File: config.mk
export PLATFORM = sky130hd
export DESIGN_NAME = ex_stage
export DESIGN_NICKNAME = d
export VERILOG_FILES = /design/src/rtl/ex_stage_pkg.sv /design/src/rtl/ex_stage_alu16.sv /design/src/rtl/ex_stage.sv
export SDC_FILE = /design/constraint.sdc
export NUM_CORES = 1
export LEC_CHECK = 0
export ABC_AREA = 0
export BUFFER_PORTS_ARGS = -buffer_cell sky130_fd_sc_hd__buf_2
export CELL_PAD_IN_SITES_DETAIL_PLACEMENT = 1
export CELL_PAD_IN_SITES_GLOBAL_PLACEMENT = 2
export CORE_ASPECT_RATIO = 0.7
export CORE_UTILIZATION = 30
export DETAILED_ROUTE_END_ITERATION = 10
export PLACE_DENSITY = 0.78
export SKIP_CTS_REPAIR_TIMING = 1
export SYNTH_ARGS = -nofsm -noshare
export SYNTH_HDL_FRONTEND = slang
export SYNTH_HIERARCHICAL = 1
export SYNTH_SLANG_ARGS = --single-unit
export TNS_END_PERCENT = 5
File: constraint.sdc
create_clock -name clk -period 4.1 [get_ports clk]
set_clock_uncertainty 0.1 [all_clocks]
set_input_delay 0 -clock clk [delete_from_list [all_inputs] [get_ports clk]]
set_output_delay 0 -clock clk [all_outputs]
set_load 0.005 [all_outputs]
File: src/rtl/ex_stage_pkg.sv
// Shared datapath widths, opcode encodings and pipeline register layouts
// for the 16-bit core (used by fetch, decode and execute).
package ex_stage_pkg;

  localparam int DATA_W = 16;
  localparam int REG_W  = 3;

  typedef enum logic [1:0] {
    ALUOP_ADD   = 2'b00,
    ALUOP_SUB   = 2'b01,
    ALUOP_FUNCT = 2'b10,
    ALUOP_ADD_B = 2'b11
  } alu_op_e;

  typedef enum logic [2:0] {
    FUNCT_ADD = 3'b000,
    FUNCT_SUB = 3'b001,
    FUNCT_AND = 3'b010,
    FUNCT_OR  = 3'b011,
    FUNCT_SLT = 3'b100
  } funct_e;

  typedef enum logic [2:0] {
    ALU_ADD,
    ALU_SUB,
    ALU_AND,
    ALU_OR,
    ALU_SLT
  } alu_ctl_e;

  typedef struct packed {
    logic [DATA_W-1:0] pc_plus_two;
    logic [DATA_W-1:0] read_data_1;
    logic [DATA_W-1:0] read_data_2;
    logic [DATA_W-1:0] immediate;
    logic [REG_W-1:0]  rt;
    logic [REG_W-1:0]  rd;
    logic [REG_W-1:0]  funct;
    logic              reg_dst;
    logic              alu_src;
    logic              mem_to_reg;
    logic              reg_write;
    logic              mem_read;
    logic              mem_write;
    logic              branch;
    logic [1:0]        alu_op;
  } idex_t;

  typedef struct packed {
    logic [DATA_W-1:0] alu_result;
    logic [DATA_W-1:0] write_data;
    logic [REG_W-1:0]  write_reg;
    logic              reg_write;
    logic              mem_to_reg;
    logic              mem_read;
    logic              mem_write;
  } exmem_t;

  // Unlisted funct codes and ALUOp 11 both fall back to add.
  function automatic alu_ctl_e alu_decode(input logic [1:0] alu_op, input logic [2:0] funct);
    alu_ctl_e ctl;
    ctl = ALU_ADD;
    case (alu_op)
      ALUOP_SUB: ctl = ALU_SUB;
      ALUOP_FUNCT: begin
        case (funct)
          FUNCT_SUB: ctl = ALU_SUB;
          FUNCT_AND: ctl = ALU_AND;
          FUNCT_OR:  ctl = ALU_OR;
          FUNCT_SLT: ctl = ALU_SLT;
          default:   ctl = ALU_ADD;
        endcase
      end
      default: ctl = ALU_ADD;
    endcase
    return ctl;
  endfunction

endpackage

File: src/rtl/ex_stage_alu16.sv
// Combinational 16-bit ALU; arithmetic wraps, no overflow flag.
module alu16
  import ex_stage_pkg::*;
(
  input  logic [DATA_W-1:0] a,
  input  logic [DATA_W-1:0] b,
  input  alu_ctl_e          op,
  output logic [DATA_W-1:0] result
);

  always_comb begin
    result = a + b;
    case (op)
      ALU_SUB: result = a - b;
      ALU_AND: result = a & b;
      ALU_OR:  result = a | b;
      ALU_SLT: result = ($signed(a) < $signed(b)) ? {{(DATA_W-1){1'b0}}, 1'b1} : '0;
      default: result = a + b;
    endcase
  end

endmodule

File: src/rtl/ex_stage.sv
// Execute stage: ID/EX register, ALU, branch resolution and EX/MEM register.
// A taken branch squashes the instruction being loaded behind it.
module ex_stage
  import ex_stage_pkg::*;
(
  input  logic              clk,
  input  logic              rst,
  input  logic              stall,
  input  logic [DATA_W-1:0] pc_plus_two,
  input  logic [DATA_W-1:0] read_data_1,
  input  logic [DATA_W-1:0] read_data_2,
  input  logic [DATA_W-1:0] immediate,
  input  logic [REG_W-1:0]  rt,
  input  logic [REG_W-1:0]  rd,
  input  logic [REG_W-1:0]  funct,
  input  logic              RegDst,
  input  logic              ALUSrc,
  input  logic              MemtoReg,
  input  logic              RegWrite,
  input  logic              MemRead,
  input  logic              MemWrite,
  input  logic              Branch,
  input  logic [1:0]        ALUOp,
  output logic              pc_src,
  output logic [DATA_W-1:0] branch_target,
  output logic              flush,
  output logic [DATA_W-1:0] mem_alu_result,
  output logic [DATA_W-1:0] mem_write_data,
  output logic [REG_W-1:0]  mem_write_reg,
  output logic              mem_RegWrite,
  output logic              mem_MemtoReg,
  output logic              mem_MemRead,
  output logic              mem_MemWrite
);

  idex_t             idex_q, idex_d;
  exmem_t            exmem_q, exmem_d;
  logic [DATA_W-1:0] alu_b;
  logic [DATA_W-1:0] alu_result;
  alu_ctl_e          alu_ctl;

  assign alu_b   = idex_q.alu_src ? idex_q.immediate : idex_q.read_data_2;
  assign alu_ctl = alu_decode(idex_q.alu_op, idex_q.funct);

  alu16 u_alu (
    .a      (idex_q.read_data_1),
    .b      (alu_b),
    .op     (alu_ctl),
    .result (alu_result)
  );

  assign pc_src        = idex_q.branch && (alu_result == '0);
  assign flush         = pc_src;
  assign branch_target = idex_q.pc_plus_two + {idex_q.immediate[DATA_W-2:0], 1'b0};

  // Flush and stall share one bubble encoding: the whole record zeroed.
  always_comb begin
    idex_d = '0;
    if (!(pc_src || stall)) begin
      idex_d.pc_plus_two = pc_plus_two;
      idex_d.read_data_1 = read_data_1;
      idex_d.read_data_2 = read_data_2;
      idex_d.immediate   = immediate;
      idex_d.rt          = rt;
      idex_d.rd          = rd;
      idex_d.funct       = funct;
      idex_d.reg_dst     = RegDst;
      idex_d.alu_src     = ALUSrc;
      idex_d.mem_to_reg  = MemtoReg;
      idex_d.reg_write   = RegWrite;
      idex_d.mem_read    = MemRead;
      idex_d.mem_write   = MemWrite;
      idex_d.branch      = Branch;
      idex_d.alu_op      = ALUOp;
    end
  end

  always_comb begin
    exmem_d            = '0;
    exmem_d.alu_result = alu_result;
    exmem_d.write_data = idex_q.read_data_2;
    exmem_d.write_reg  = idex_q.reg_dst ? idex_q.rd : idex_q.rt;
    exmem_d.reg_write  = idex_q.reg_write;
    exmem_d.mem_to_reg = idex_q.mem_to_reg;
    exmem_d.mem_read   = idex_q.mem_read;
    exmem_d.mem_write  = idex_q.mem_write;
  end

  always_ff @(posedge clk) begin
    if (rst) begin
      idex_q  <= '0;
      exmem_q <= '0;
    end else begin
      idex_q  <= idex_d;
      exmem_q <= exmem_d;
    end
  end

  assign mem_alu_result = exmem_q.alu_result;
  assign mem_write_data = exmem_q.write_data;
  assign mem_write_reg  = exmem_q.write_reg;
  assign mem_RegWrite   = exmem_q.reg_write;
  assign mem_MemtoReg   = exmem_q.mem_to_reg;
  assign mem_MemRead    = exmem_q.mem_read;
  assign mem_MemWrite   = exmem_q.mem_write;

endmodule

Yosys cells after proc, flatten, opt, wreduce, memory -nomap -nowiden
Cells that the tools add are included.

word-level totals
  register bits = 121
  input bits = 85
  output and inout port bits = 57
  logic and storage cells = 48

cells by class
  add/sub/neg operators = 3
  magnitude comparators = 1
  equality and inequality tests = 10
  multiplexer cells = 6
  bitwise logic cells = 2
  reduce and logical (&&, ||, !) cells = 4

operators by type and width
  kind                                            count
  case mux 16 bit (4 select lines)                1
  adder 16 bit                                    2
  AND 16 bit                                      1
  zero test 16 bit                                1
  less-than comparator 16 bit                     1
  2-to-1 mux 16 bit                               1
  bitwise OR 16 bit                               1
  subtractor 16 bit                               1
  == test 3 x 2 -> 1 bit (second input constant)  4
  case mux 3 bit (4 select lines)                 1
  == test 3 x 1 -> 1 bit (second input constant)  2
  == test 3 bit (second input constant)           2
  case mux 3 bit (2 select lines)                 1
  2-to-1 mux 3 bit                                1
  == test 2 x 1 -> 1 bit (second input constant)  1
  == test 2 bit (second input constant)           1
  OR reduction 2 bit                              1
  logical AND 1 bit                               1
  logical OR 1 bit                                1
  2-to-1 mux 1 bit                                1

Logic depth before layout (Yosys ltp)
Gate-level depths: netlist of run 1.

  depth in word-level cells = 9
  depth in mapped cells = 18
  gate-level depth less buffers = 15

By module
Netlist of run 1, hierarchy kept.

modules (own cells, without submodules)
  module    instances  cells an instance  area an instance (um^2)  seq. area each (um^2)
  ex_stage  1          382                4474.3                   2422.3
  alu16     1          371                2454.9                   0.0

Least setup slack after synthesis of run 1
Ideal clock, no wire load.

  path kind = reg2reg
  start point = register idex_q[7] in the netlist's numbering
  end point = register idex_q, in the netlist exmem_d[0]
  setup time = 0.057 ns
  arrival = 3.977 ns
  required time = 3.943 ns
  setup slack = -0.033 ns
  stages on the path, launching flop included = 16
  path buffers = 2
  period minus slack after synthesis = 4.133 ns
  cells stage by stage = dfxtp_1 -> clkbuf_1 -> mux2_2 -> ha_1 -> fa_1 -> o21ba_1 -> or4_4 -> a311o_1 -> a31o_1 -> a211oi_2 -> nand3b_1 -> nor3_1 -> and4_4 -> nor3_4 -> buf_6 -> and2_4

on the way
  elaborated cells on any way between the ends = 12
  those cells by class = 2 x add/sub; 1 x order compare; 3 x mux; 2 x bitwise; 4 x reduce/logical

RTL lines
  what                                                      line                                        source
  start: declaration                                        ex_stage.sv:36                              idex_t idex_q, idex_d;
  start signal: assignment                                  ex_stage.sv:94                              idex_q <= idex_d;
  2-to-1 mux 16 bit (*)                                     ex_stage.sv:42                              assign alu_b = idex_q.alu_src ? idex_q.immediate : idex_q.read_data_2;
  named net alu_b[0]                                        ex_stage.sv:38                              logic [DATA_W-1:0] alu_b;
  adder 16 bit / subtractor 16 bit (equally long branches)  ex_stage_alu16.sv:18, ex_stage_alu16.sv:14
  case mux 16 bit (4 select lines) (*)                      ex_stage_alu16.sv:13                        case (op)
  named net alu_result[14]                                  ex_stage.sv:39                              logic [DATA_W-1:0] alu_result;
  zero test 16 bit (*)                                      ex_stage.sv:52                              assign pc_src = idex_q.branch && (alu_result == '0);
  logical AND 1 bit (*)                                     ex_stage.sv:52
  named net flush                                           ex_stage.sv:26                              output logic flush,
  logical OR 1 bit (*)                                      ex_stage.sv:59                              if (!(pc_src || stall)) begin
  OR reduction 2 bit (no source line) (*)                   n/a

The timed path passes the listed nets; every way through them passes the cells marked *.
A chain may end at the register's enable or synchronous reset.

Worst setup path in the final report of run 1
  start point = register idex_q[7] in the netlist's numbering
  end point = register idex_q[18] in the netlist's numbering

on the way
  elaborated cells on any way between the ends = 12
  those cells by class = 2 x add/sub; 1 x order compare; 3 x mux; 2 x bitwise; 4 x reduce/logical

RTL lines
  what                                                      line
  2-to-1 mux 16 bit (*)                                     ex_stage.sv:42
  named net alu_b[0]                                        ex_stage.sv:38
  adder 16 bit / subtractor 16 bit (equally long branches)  ex_stage_alu16.sv:18, ex_stage_alu16.sv:14
  case mux 16 bit (4 select lines) (*)                      ex_stage_alu16.sv:13
  named net alu_result[12]                                  ex_stage.sv:39
  zero test 16 bit (*)                                      ex_stage.sv:52
  logical AND 1 bit (*)                                     ex_stage.sv:52
  logical OR 1 bit (*)                                      ex_stage.sv:59
  OR reduction 2 bit (no source line) (*)                   n/a

Marks and branches as above.

==> flow_metrics.py, run 1 <==
metrics = {
    "run_status": {
        "status": "finished, violations left",
        "violations": "setup timing",
    },
    "yosys": {
        "yosysSeqAreaShare_pct": 35.0,
        "ys_ff_latch": 121,
        "ys_types": 70,
        "syn_nets": 905,
        "synth_warnings": 6,
        "syn_inst": 753,
        "synth_ff_type": "dfxtp_1",
        "synthArstFlopShare_pct": 0,
        "avgSynthCellArea_sq_um": 9.20,
        "synth_edf_count": 0,
        "netlist_area_sq_um": 6930,
    },
    "worst_setup_path": {
        "path_buf_inv": 2,
        "crit_fanout": 19,
        "cp-start-kind": "flip-flop",
        "r2r_setup_slack_ns": -0.08,
        "r2r-end": "idex_q[18]",
        "criticalPathCategory": "flip-flop to flip-flop",
        "startpoint": "idex_q[7]",
        "cp_slowest_cell": "or4_4",
        "worstPathArrival_ns": 4.40,
        "critPathRequiredTime_ns": 4.31,
        "reg2reg_depth": 15,
        "critPathMaxStageDelay_ns": 0.43,
        "endpoint": "idex_q[18]",
        "r2r_start": "idex_q[7]",
        "endpoint_kind": "flip-flop",
        "path_depth": 15,
        "path_cells": "mux2_4, ha_4, fa_2, o21ba_4, or4_4, a311o_1, a31oi_4, mux2i_1, o211ai_1, nor3_2, and4_4, nor3_4, buf_6, buf_12, and2_4",
        "crit_family": "simple AND/OR/NAND/NOR gates",
    },
    "clock_tree": {
        "path_clk_slew_ns": 0.06,
        "cts_made_buffers": 17,
        "cts_buffer_depth": 2,
        "clock_latency_ns": 0.43,
        "cts_sinks": 121,
        "cts_root_buf": "clkbuf_16",
        "htree_levels": 4,
        "cts_tree": "yes",
    },
    "detailed_routing": {
        "drcViolationCount": 0,
        "dr_total_vias": 6405,
        "routed_wl_mm": 24.4,
        "first_iter_violations": 326,
        "ant_nets": 0,
        "firstDrtPassIters": 9,
        "vias_per_cell": 4.75,
        "post_drt_wl_per_cell_um": 18.1,
    },
    "timing": {
        "layout_setup_ws_ns": -0.0841,
        "fin_crit_ns": 4.18,
        "finalHoldViolCount": 0,
        "fin_crit_sh_pct": 102,
        "finalSetupTns_ns": -3.92,
        "maxSlewViolCount": 0,
        "max_slew_margin_pct": 36.0,
        "setup_viol": 71,
        "timing.hold.ws_ns": 0.128,
        "tightest_slew_ns": 0.960,
        "rsz0062_at_grt": "true",
        "fmax_mhz": 239,
    },
    "grt": {
        "grtUsageTotal_pct": 18.9,
        "antenna_found_initial": 0,
        "grt_pass1_wl_mm": 33.9,
        "grt_max_degree": 41,
        "grt_pass1_vias": 6039,
        "grt.overflow.total": 0,
    },
    "floorplanning": {
        "fp.dieW_um": 184,
        "rows": 46,
        "die_h_um": 129,
        "initial_utilization_pct": 30.6,
        "die_area_sq_um": 23700,
        "core_sq_um": 22700,
        "io_pins": 142,
    },
    "placed_design": {
        "gp_congestion": 0.852,
        "detailedPlace.worstSlack_ns": -0.300,
        "dp_hpwl_mm": 16.9,
        "portBuffers": 141,
    },
    "power_and_ir_drop": {
        "p_leak_nw": 4.54,
        "p_per_area_nw_per_um2": 339,
        "p_total_mw": 3.38,
        "ir_drop_v": 0.000293,
    },
    "final_layout": {
        "drive_gt1_share_pct": 36.4,
        "layout.nets": 1176,
        "syn2layout_area_growth_pct": 44.0,
        "diodes": 0,
        "largest_register_ffs": 62,
        "top_register": "idex_q",
    },
    "run": {
        "cap_violations": 0,
    },
    "min_path": {
        "min-delay-start": "rst",
        "hold_path.class": "input port to flip-flop",
    },
}
-- worst min path at each step --
stage	endpoint	cells past startpoint
floorplan	idex_q[59]	1
global placement	idex_q[59]	2
detailed placement	idex_q[59]	2
CTS	idex_q[59]	2
global route	mem_write_data[13]	2
finish	mem_write_data[8]	2
-- report_power, final --
group | internal [mW] | leakage (nW) | switching, mW
sequential | 1.23 | 0.993 | 0.0248
combinational | 0.337 | 3.27 | 0.309
clock | 0.868 | 0.279 | 0.619
total | 2.43 | 4.54 | 0.953
-- cell usage after synthesis (5+ instances only) --
cell type	n	share of area, %
a211oi_1	6	0.65
a21o_1	9	0.98
a21oi_1	44	3.2
a221oi_1	7	0.88
a31oi_1	5	0.45
and2_1	5	0.45
and2_4	80	10
and3_1	5	0.45
buf_6	9	1.5
clkbuf_1	26	1.4
dfxtp_1	121	35
ha_1	64	12
inv_1	60	3.3
mux2_2	18	2.9
mux2i_1	12	1.7
nand2_1	35	1.9
nand3_1	9	0.65
nand4_1	6	0.54
nor2_1	38	2.1
nor2b_1	41	3.7
nor3_1	13	0.94
nor4_1	5	0.45
o211ai_1	9	0.98
o21ai_0	25	1.8
o22ai_1	8	0.72
xnor2_1	12	1.5
-- final cells by class --
class / instances / area [sq um]
Clock buffer: 19 / 443
Clock inverter: 13 / 134
Fill cell: 2651 / 12700
Inverter: 60 / 225
Multi-Input combinational cell: 533 / 4230
Sequential cell: 121 / 2430
Tap cell: 312 / 390
Timing Repair Buffer: 291 / 2130
-- metal layers --
layer | share of wire, % | GRT usage (%) | up-vias | wire length, um
li1 | - | - | 3132 | -
met1 | 48 | 25.9 | 3091 | 11800
met2 | 46 | 29.3 | 165 | 11300
met3 | 4.7 | 4.95 | 17 | 1140
met4 | 0.88 | 5.00 | 0 | 214
met5 | 0 | 0 | - | 0
-- cell usage in the layout (no fill, tap or decap), types with 6 or more instances in the layout --
cell	instances
a21o_1	9
mux2i_1	12
nand4_1	6
o22ai_1	6
dfxtp_1	120
dlygate4sd3_1	83
o21ai_0	24
a21oi_1	42
buf_2	139
nand2_1	35
nor3_1	12
o211ai_1	9
inv_1	59
xnor2_1	11
buf_6	7
nor2_1	38
and2_4	82
buf_4	58
a211oi_1	6
nand3_1	9
mux2_2	16
ha_1	57
clkbuf_16	19
nor2b_1	40
-- through the flow --
stage,cells,area [sq um],util [%]
floorplan,753,6930,-
global placement,1223,8250,36.4
detailed placement,1223,8250,36.4
CTS,1255,8820,38.9
global route,1349,9970,44.0
finish,1349,9970,44.0
-- cell families (layout without fill, tap and decap cells) --
logic type	Yosys count	in the layout	synth area share, %
adder cells (fa/ha/maj)	67	67	12.4
AO/OA/AOI/OAI	163	163	15.8
XOR/XNOR	15	15	1.90
flip-flops	121	121	35.0
buffers and inverters	99	383	6.46
multiplexers	30	30	4.66
AND/OR/NAND/NOR	258	258	23.8
No activity file was read; power rests on OpenSTA's default activity.
==> run 2, diff against run 1 <==
CORE_UTILIZATION = 29   (was 30)
SYNTH_HIERARCHICAL = default   (was 1)
==> run 2 against run 1 <==
  * Highest routed layer unchanged
  * Via count increased by 6.6%
  * Power increased by 0.93%
  * Critical endpoint is now flush
  * The flow still finishes with violations (setup timing)
  * Combinational power increased by 5.3%
  * Maximum frequency decreased by 4.3%
==> flow_metrics.py, run 2 <==
metrics = {
    "final_layout": {
        "mostFrequentLayoutCell": "buf_2",
        "final_cell_mix": "buf_2, dfxtp_1, nand2_1, a31oi_1, dlygate4sd3_1",
        "drive_gt1_share_pct": 27.0,
        "top_register": "idex_q",
        "multi_input_area_sq_um": 3990,
        "ff_latch_area_sq_um": 2420,
        "nFillCells": 2716,
        "fin_util_pct": 43.9,
        "largest_register_ffs": 62,
        "layout.nets": 1237,
        "syn2layout_area_growth_pct": 47.8,
        "diodes": 0,
        "postLayoutCellArea_sq_um": 10000,
    },
    "worst_setup_path": {
        "critPathRequiredTime_ns": 4.00,
        "endpoint_kind": "output port",
        "criticalPathCategory": "flip-flop to output port",
        "worstPathArrival_ns": 4.27,
        "reg2reg_depth": 17,
        "crit_fanout": 8,
        "r2r_start": "idex_q[7]",
        "cp-start-kind": "flip-flop",
        "r2r-end": "idex_q[28]",
        "r2r_setup_slack_ns": -0.15,
    },
    "floorplanning": {
        "core_sq_um": 22800,
        "die_h_um": 130,
        "die_area_sq_um": 24000,
        "fp.dieW_um": 185,
        "io_pins": 142,
        "rows": 46,
        "initial_utilization_pct": 29.7,
    },
    "yosys": {
        "syn_nets": 959,
        "syn_inst": 804,
        "synth_edf_count": 0,
        "ys_ff_latch": 121,
        "synth.most_common_cell": "dfxtp_1",
        "yosysTopAreaCell": "dfxtp_1",
        "avgSynthCellArea_sq_um": 8.42,
        "synth_ff_type": "dfxtp_1",
        "yosysSeqAreaShare_pct": 35.8,
        "netlist_area_sq_um": 6770,
        "ys_types": 63,
        "synth_top_area_share_pct": 35.8,
        "synthArstFlopShare_pct": 0,
        "ys_top_cells_by_area": "dfxtp_1, ha_1, a31oi_1",
        "synth_warnings": 0,
        "synthTopCellsByCount": "dfxtp_1, nand2_1, a31oi_1",
    },
    "detailed_routing": {
        "post_drt_wl_per_cell_um": 17.8,
        "vias_per_cell": 4.85,
        "routed_wl_mm": 25.0,
        "ant_nets": 0,
        "first_iter_violations": 238,
        "drcViolationCount": 0,
        "dr_total_vias": 6830,
        "firstDrtPassIters": 4,
    },
    "placed_design": {
        "dp_hpwl_mm": 17.7,
        "portBuffers": 141,
        "dpl_cell_area_sq_um": 8400,
        "gp_congestion": 0.885,
    },
    "timing": {
        "finalSetupTns_ns": -5.53,
        "setup_viol": 64,
        "rsz0062_at_grt": "true",
        "finalHoldViolCount": 0,
        "maxSlewViolCount": 0,
        "fin_crit_sh_pct": 107,
        "timing.hold.ws_ns": 0.00840,
        "layout_setup_ws_ns": -0.272,
        "fmax_mhz": 229,
        "fin_crit_ns": 4.37,
        "max_slew_margin_pct": 40.2,
        "tightest_slew_ns": 0.896,
    },
    "min_path": {
        "min_to": "idex_q[31]",
        "min-delay-start": "stall",
        "hold_path_depth": 5,
        "hold_path.class": "input port to flip-flop",
    },
    "run": {
        "cap_violations": 0,
    },
    "grt": {
        "grtUsageMet1_pct": 28.0,
        "met2_usage_pct": 29.8,
        "grt_max_degree": 83,
        "grt_pass1_wl_mm": 36.2,
        "use_met3_pct": 4.94,
        "grt_pass1_vias": 6569,
        "gr-max-usage-layer": "met2",
        "grtUsageTotal_pct": 19.8,
        "grt.overflow.total": 0,
        "antenna_found_initial": 0,
    },
    "clock_tree": {
        "path_clk_slew_ns": 0.06,
        "clock_latency_ns": 0.43,
        "cts_made_buffers": 17,
        "cts_sinks": 121,
        "htree_levels": 4,
        "cts_buffer_depth": 2,
        "cts_tree": "yes",
        "cts_root_buf": "clkbuf_16",
    },
    "power_and_ir_drop": {
        "p_per_area_nw_per_um2": 342,
        "p_total_mw": 3.42,
        "ir_drop_v": 0.000287,
        "p_leak_nw": 4.57,
    },
    "run_status": {
        "violations": "setup timing",
        "status": "finished, violations left",
    },
}
[run 2: changes by cell type after synthesis, moves of 14 or more]
cell and change:
a31oi_1 +78, and2_4 -80, mux2_2 -18, nand2_1 +79, nor2_1 +18, nor2b_1 -14
[run 2: kinds of logic after synthesis]
kind of cell,count (synthesis),synth area share (%)
simple gates,243,16.4
xor+xnor,20,2.59
buf+inv,115,7.43
fa+ha+maj,70,13.3
mux,21,3.11
compound gates,214,21.4
flops,121,35.8
[run 2: area by class of cell]
cell class / count / area share, %
multi-input cells: 568 / 39.9
flip-flops and latches: 121 / 24.2
repair buffers: 317 / 23.9
clock buffers: 20 / 4.67
well taps: 312 / 3.90
inverters: 57 / 2.14
clock inverters: 12 / 1.19
[run 2: worst max-delay path: stages, from the launching register on]
cell      delay, ns
dfxtp_2        0.36
mux2i_1        0.24
inv_1          0.11
ha_4           0.18
fa_2           0.36
or2_1          0.24
a221oi_2       0.30
o21bai_1       0.14
o31a_1         0.31
a221o_1        0.32
a221oi_2       0.26
nand4_1        0.20
nor4_4         0.35
buf_12         0.17
and3_4         0.19
buf_2          0.11
[run 2: power by group]
group          total, mW  switching, mW  internal [mW]
Clock               1.48          0.594          0.887
Combinational      0.680          0.345          0.335
Sequential          1.25         0.0277           1.23
Total               3.42          0.967           2.45
[run 2: metrics by stage]
step / std cells / setup WS, ns
2_1_floorplan: 804 / 0.00542
3_3_place_gp: 1283 / -0.0209
3_5_place_dp: 1283 / -0.222
4_1_cts: 1315 / -0.594
5_1_grt: 1407 / -0.473
6_report: 1407 / -0.272
[run 2: worst max path at each step]
stage                             to  startpoint  depth (start not counted)
final                          flush   idex_q[7]                         15
after global routing           flush   idex_q[7]                         15
after CTS                      flush   idex_q[7]                         15
after detailed placement  idex_q[67]   idex_q[7]                         15
after global placement    idex_q[70]   idex_q[7]                         15
after floorplan           exmem_d[7]   idex_q[7]                         16
[run 2: metal layers]
layer	wire, um	share of wire (%)
met5	0	0
met3	1070	4.3
met2	11300	45
met4	211	0.84
met1	12400	50
==> run 3, diff against run 2 <==
SKIP_CTS_REPAIR_TIMING = default   (was 1)
==> run 3 against run 2 <==
  * The run still ends with setup timing left
  * Critical path type unchanged
  * Final cell count increased by 0.43%
  * Die area unchanged
  * Setup slack got worse by 0.025 ns
  * Largest cell class unchanged
==> flow_metrics.py, run 3 (same netlist as run 2, synthesis figures left out) <==
metrics = {
    "worst_setup_path": {
        "endpoint_kind": "output port",
        "criticalPathCategory": "flip-flop to output port",
        "cp_slowest_cell": "or4_4",
        "path_cells": "mux2i_4, inv_2, ha_4, fa_2, or2_1, a221oi_2, o31ai_2, o31a_1, or4_4, a221oi_4, nand3_2, nor4_4, buf_12, and3_4, buf_2",
        "crit_fanout": 4,
        "worstPathArrival_ns": 4.30,
        "r2r_setup_slack_ns": -0.24,
        "critPathMaxStageDelay_ns": 0.47,
        "path_buf_inv": 3,
        "cp-start-kind": "flip-flop",
        "critPathRequiredTime_ns": 4.00,
        "crit_family": "simple AND/OR/NAND/NOR gates",
    },
    "clock_tree": {
        "clock_latency_ns": 0.43,
        "cts_made_buffers": 17,
        "path_clk_slew_ns": 0.06,
        "htree_levels": 4,
        "cts_sinks": 121,
        "cts_buffer_depth": 2,
        "cts_root_buf": "clkbuf_16",
        "cts_tree": "yes",
    },
    "timing": {
        "fmax_mhz": 227,
        "max_slew_margin_pct": 39.9,
        "maxSlewViolCount": 0,
        "rsz0062_at_grt": "true",
        "fin_crit_sh_pct": 107,
        "fin_crit_ns": 4.40,
        "timing.hold.ws_ns": 0.0236,
        "setup_viol": 84,
        "tightest_slew_ns": 0.902,
        "finalHoldViolCount": 0,
        "layout_setup_ws_ns": -0.297,
    },
    "floorplanning": {
        "fp.dieW_um": 185,
        "die_h_um": 130,
        "io_pins": 142,
        "die_area_sq_um": 24000,
        "core_sq_um": 22800,
        "initial_utilization_pct": 29.7,
        "rows": 46,
    },
    "final_layout": {
        "layout.nets": 1243,
        "drive_gt1_share_pct": 28.2,
        "largest_register_ffs": 62,
        "syn2layout_area_growth_pct": 50.1,
        "diodes": 0,
        "mostFrequentLayoutCell": "buf_2",
        "fin_util_pct": 44.6,
        "postLayoutCellArea_sq_um": 10200,
        "nFillCells": 2677,
        "top_register": "idex_q",
        "final_cell_mix": "buf_2, dfxtp_1, nand2_1, a31oi_1, dlygate4sd3_1",
    },
    "detailed_routing": {
        "post_drt_wl_per_cell_um": 18.1,
        "dr_total_vias": 6931,
        "first_iter_violations": 362,
        "drcViolationCount": 0,
        "firstDrtPassIters": 4,
        "routed_wl_mm": 25.6,
        "vias_per_cell": 4.91,
        "ant_nets": 0,
    },
    "grt": {
        "grtUsageTotal_pct": 21.3,
        "grt.overflow.total": 0,
        "antenna_found_initial": 0,
        "grt_pass1_vias": 7154,
        "grt_pass1_wl_mm": 39.0,
        "grt_max_degree": 83,
    },
    "run_status": {
        "violations": "setup timing",
        "status": "finished, violations left",
    },
    "placed_design": {
        "dpl_cell_area_sq_um": 8400,
        "dp_hpwl_mm": 17.7,
        "gp_congestion": 0.885,
        "portBuffers": 141,
    },
    "power_and_ir_drop": {
        "p_total_mw": 3.44,
        "p_per_area_nw_per_um2": 338,
        "ir_drop_v": 0.000290,
        "p_leak_nw": 4.62,
    },
    "run": {
        "cap_violations": 0,
    },
    "min_path": {
        "hold_path.class": "input port to flip-flop",
    },
}
-- run 3: cell count changes in the layout (fill, tap and decap cells not counted), sizes merged --
cell    delta
buf        +5
clkbuf     +1
-- run 3: final timing paths --
kind	startpoint	depth (start not counted)	end
worst max-delay path	idex_q[7]	15	flush
worst min-delay path	stall	5	idex_q[67]
worst max register to register	idex_q[7]	17	exmem_d[1]
worst min register to register	exmem_d[0]	1	mem_MemWrite
-- run 3: power by group --
group,internal (mW),leakage (nW),switching (mW),total [mW]
combinational,0.348,3.36,0.353,0.702
sequential,1.23,0.993,0.0288,1.25
clock,0.886,0.272,0.593,1.48
-- run 3: layout make-up --
class,count,area [sq um],area share (%)
Inverter,57,214,2.11
Multi-Input combinational cell,568,4070,40.0
Clock inverter,12,119,1.17
Timing Repair Buffer,323,2470,24.4
Sequential cell,121,2430,23.9
Tap cell,312,390,3.84
Clock buffer,20,467,4.59
-- run 3: timing repair --
item                                    4_1_cts  5_1_grt
hold buffers                                 82        0
gates resized for setup                      23       21
gates cloned                                  0        1
pin swaps                                     9        6
hold endpoints to repair                     82        0
setup buffers                                 9        6
endpoints found under the setup margin       85       84
-- run 3: through the flow --
| stage | setup TNS, ns | setup WS, ns | instances |
|---|---|---|---|
| floorplan | 0 | 0.00542 | 804 |
| global placement | -0.254 | -0.0209 | 1283 |
| detailed placement | -14.20 | -0.222 | 1283 |
| CTS | -10.87 | -0.244 | 1406 |
| global route | -31.79 | -0.473 | 1413 |
| finish | -16.83 | -0.297 | 1413 |
-- run 3: layer usage --
metal | wire length, um | GRT usage, % | vias to the layer above
li1 | - | - | 3394
met1 | 12500 | 28.9 | 3346
met2 | 11500 | 34.3 | 163
met3 | 1200 | 4.41 | 28
met4 | 327 | 5.74 | 0
met5 | 0 | 0 | -
-- run 3: worst reg2reg max path, stage by stage, from the launching register on --
cell	delay (ns)
dfxtp_4	0.39
mux2i_4	0.26
inv_2	0.08
ha_4	0.17
fa_2	0.36
or2_1	0.23
a221oi_2	0.30
o31ai_2	0.10
o31a_1	0.31
or4_4	0.47
a221oi_4	0.30
nand3_2	0.14
nor4_4	0.32
buf_12	0.16
buf_4	0.13
buf_12	0.15
buf_6	0.15
a31oi_1	0.10
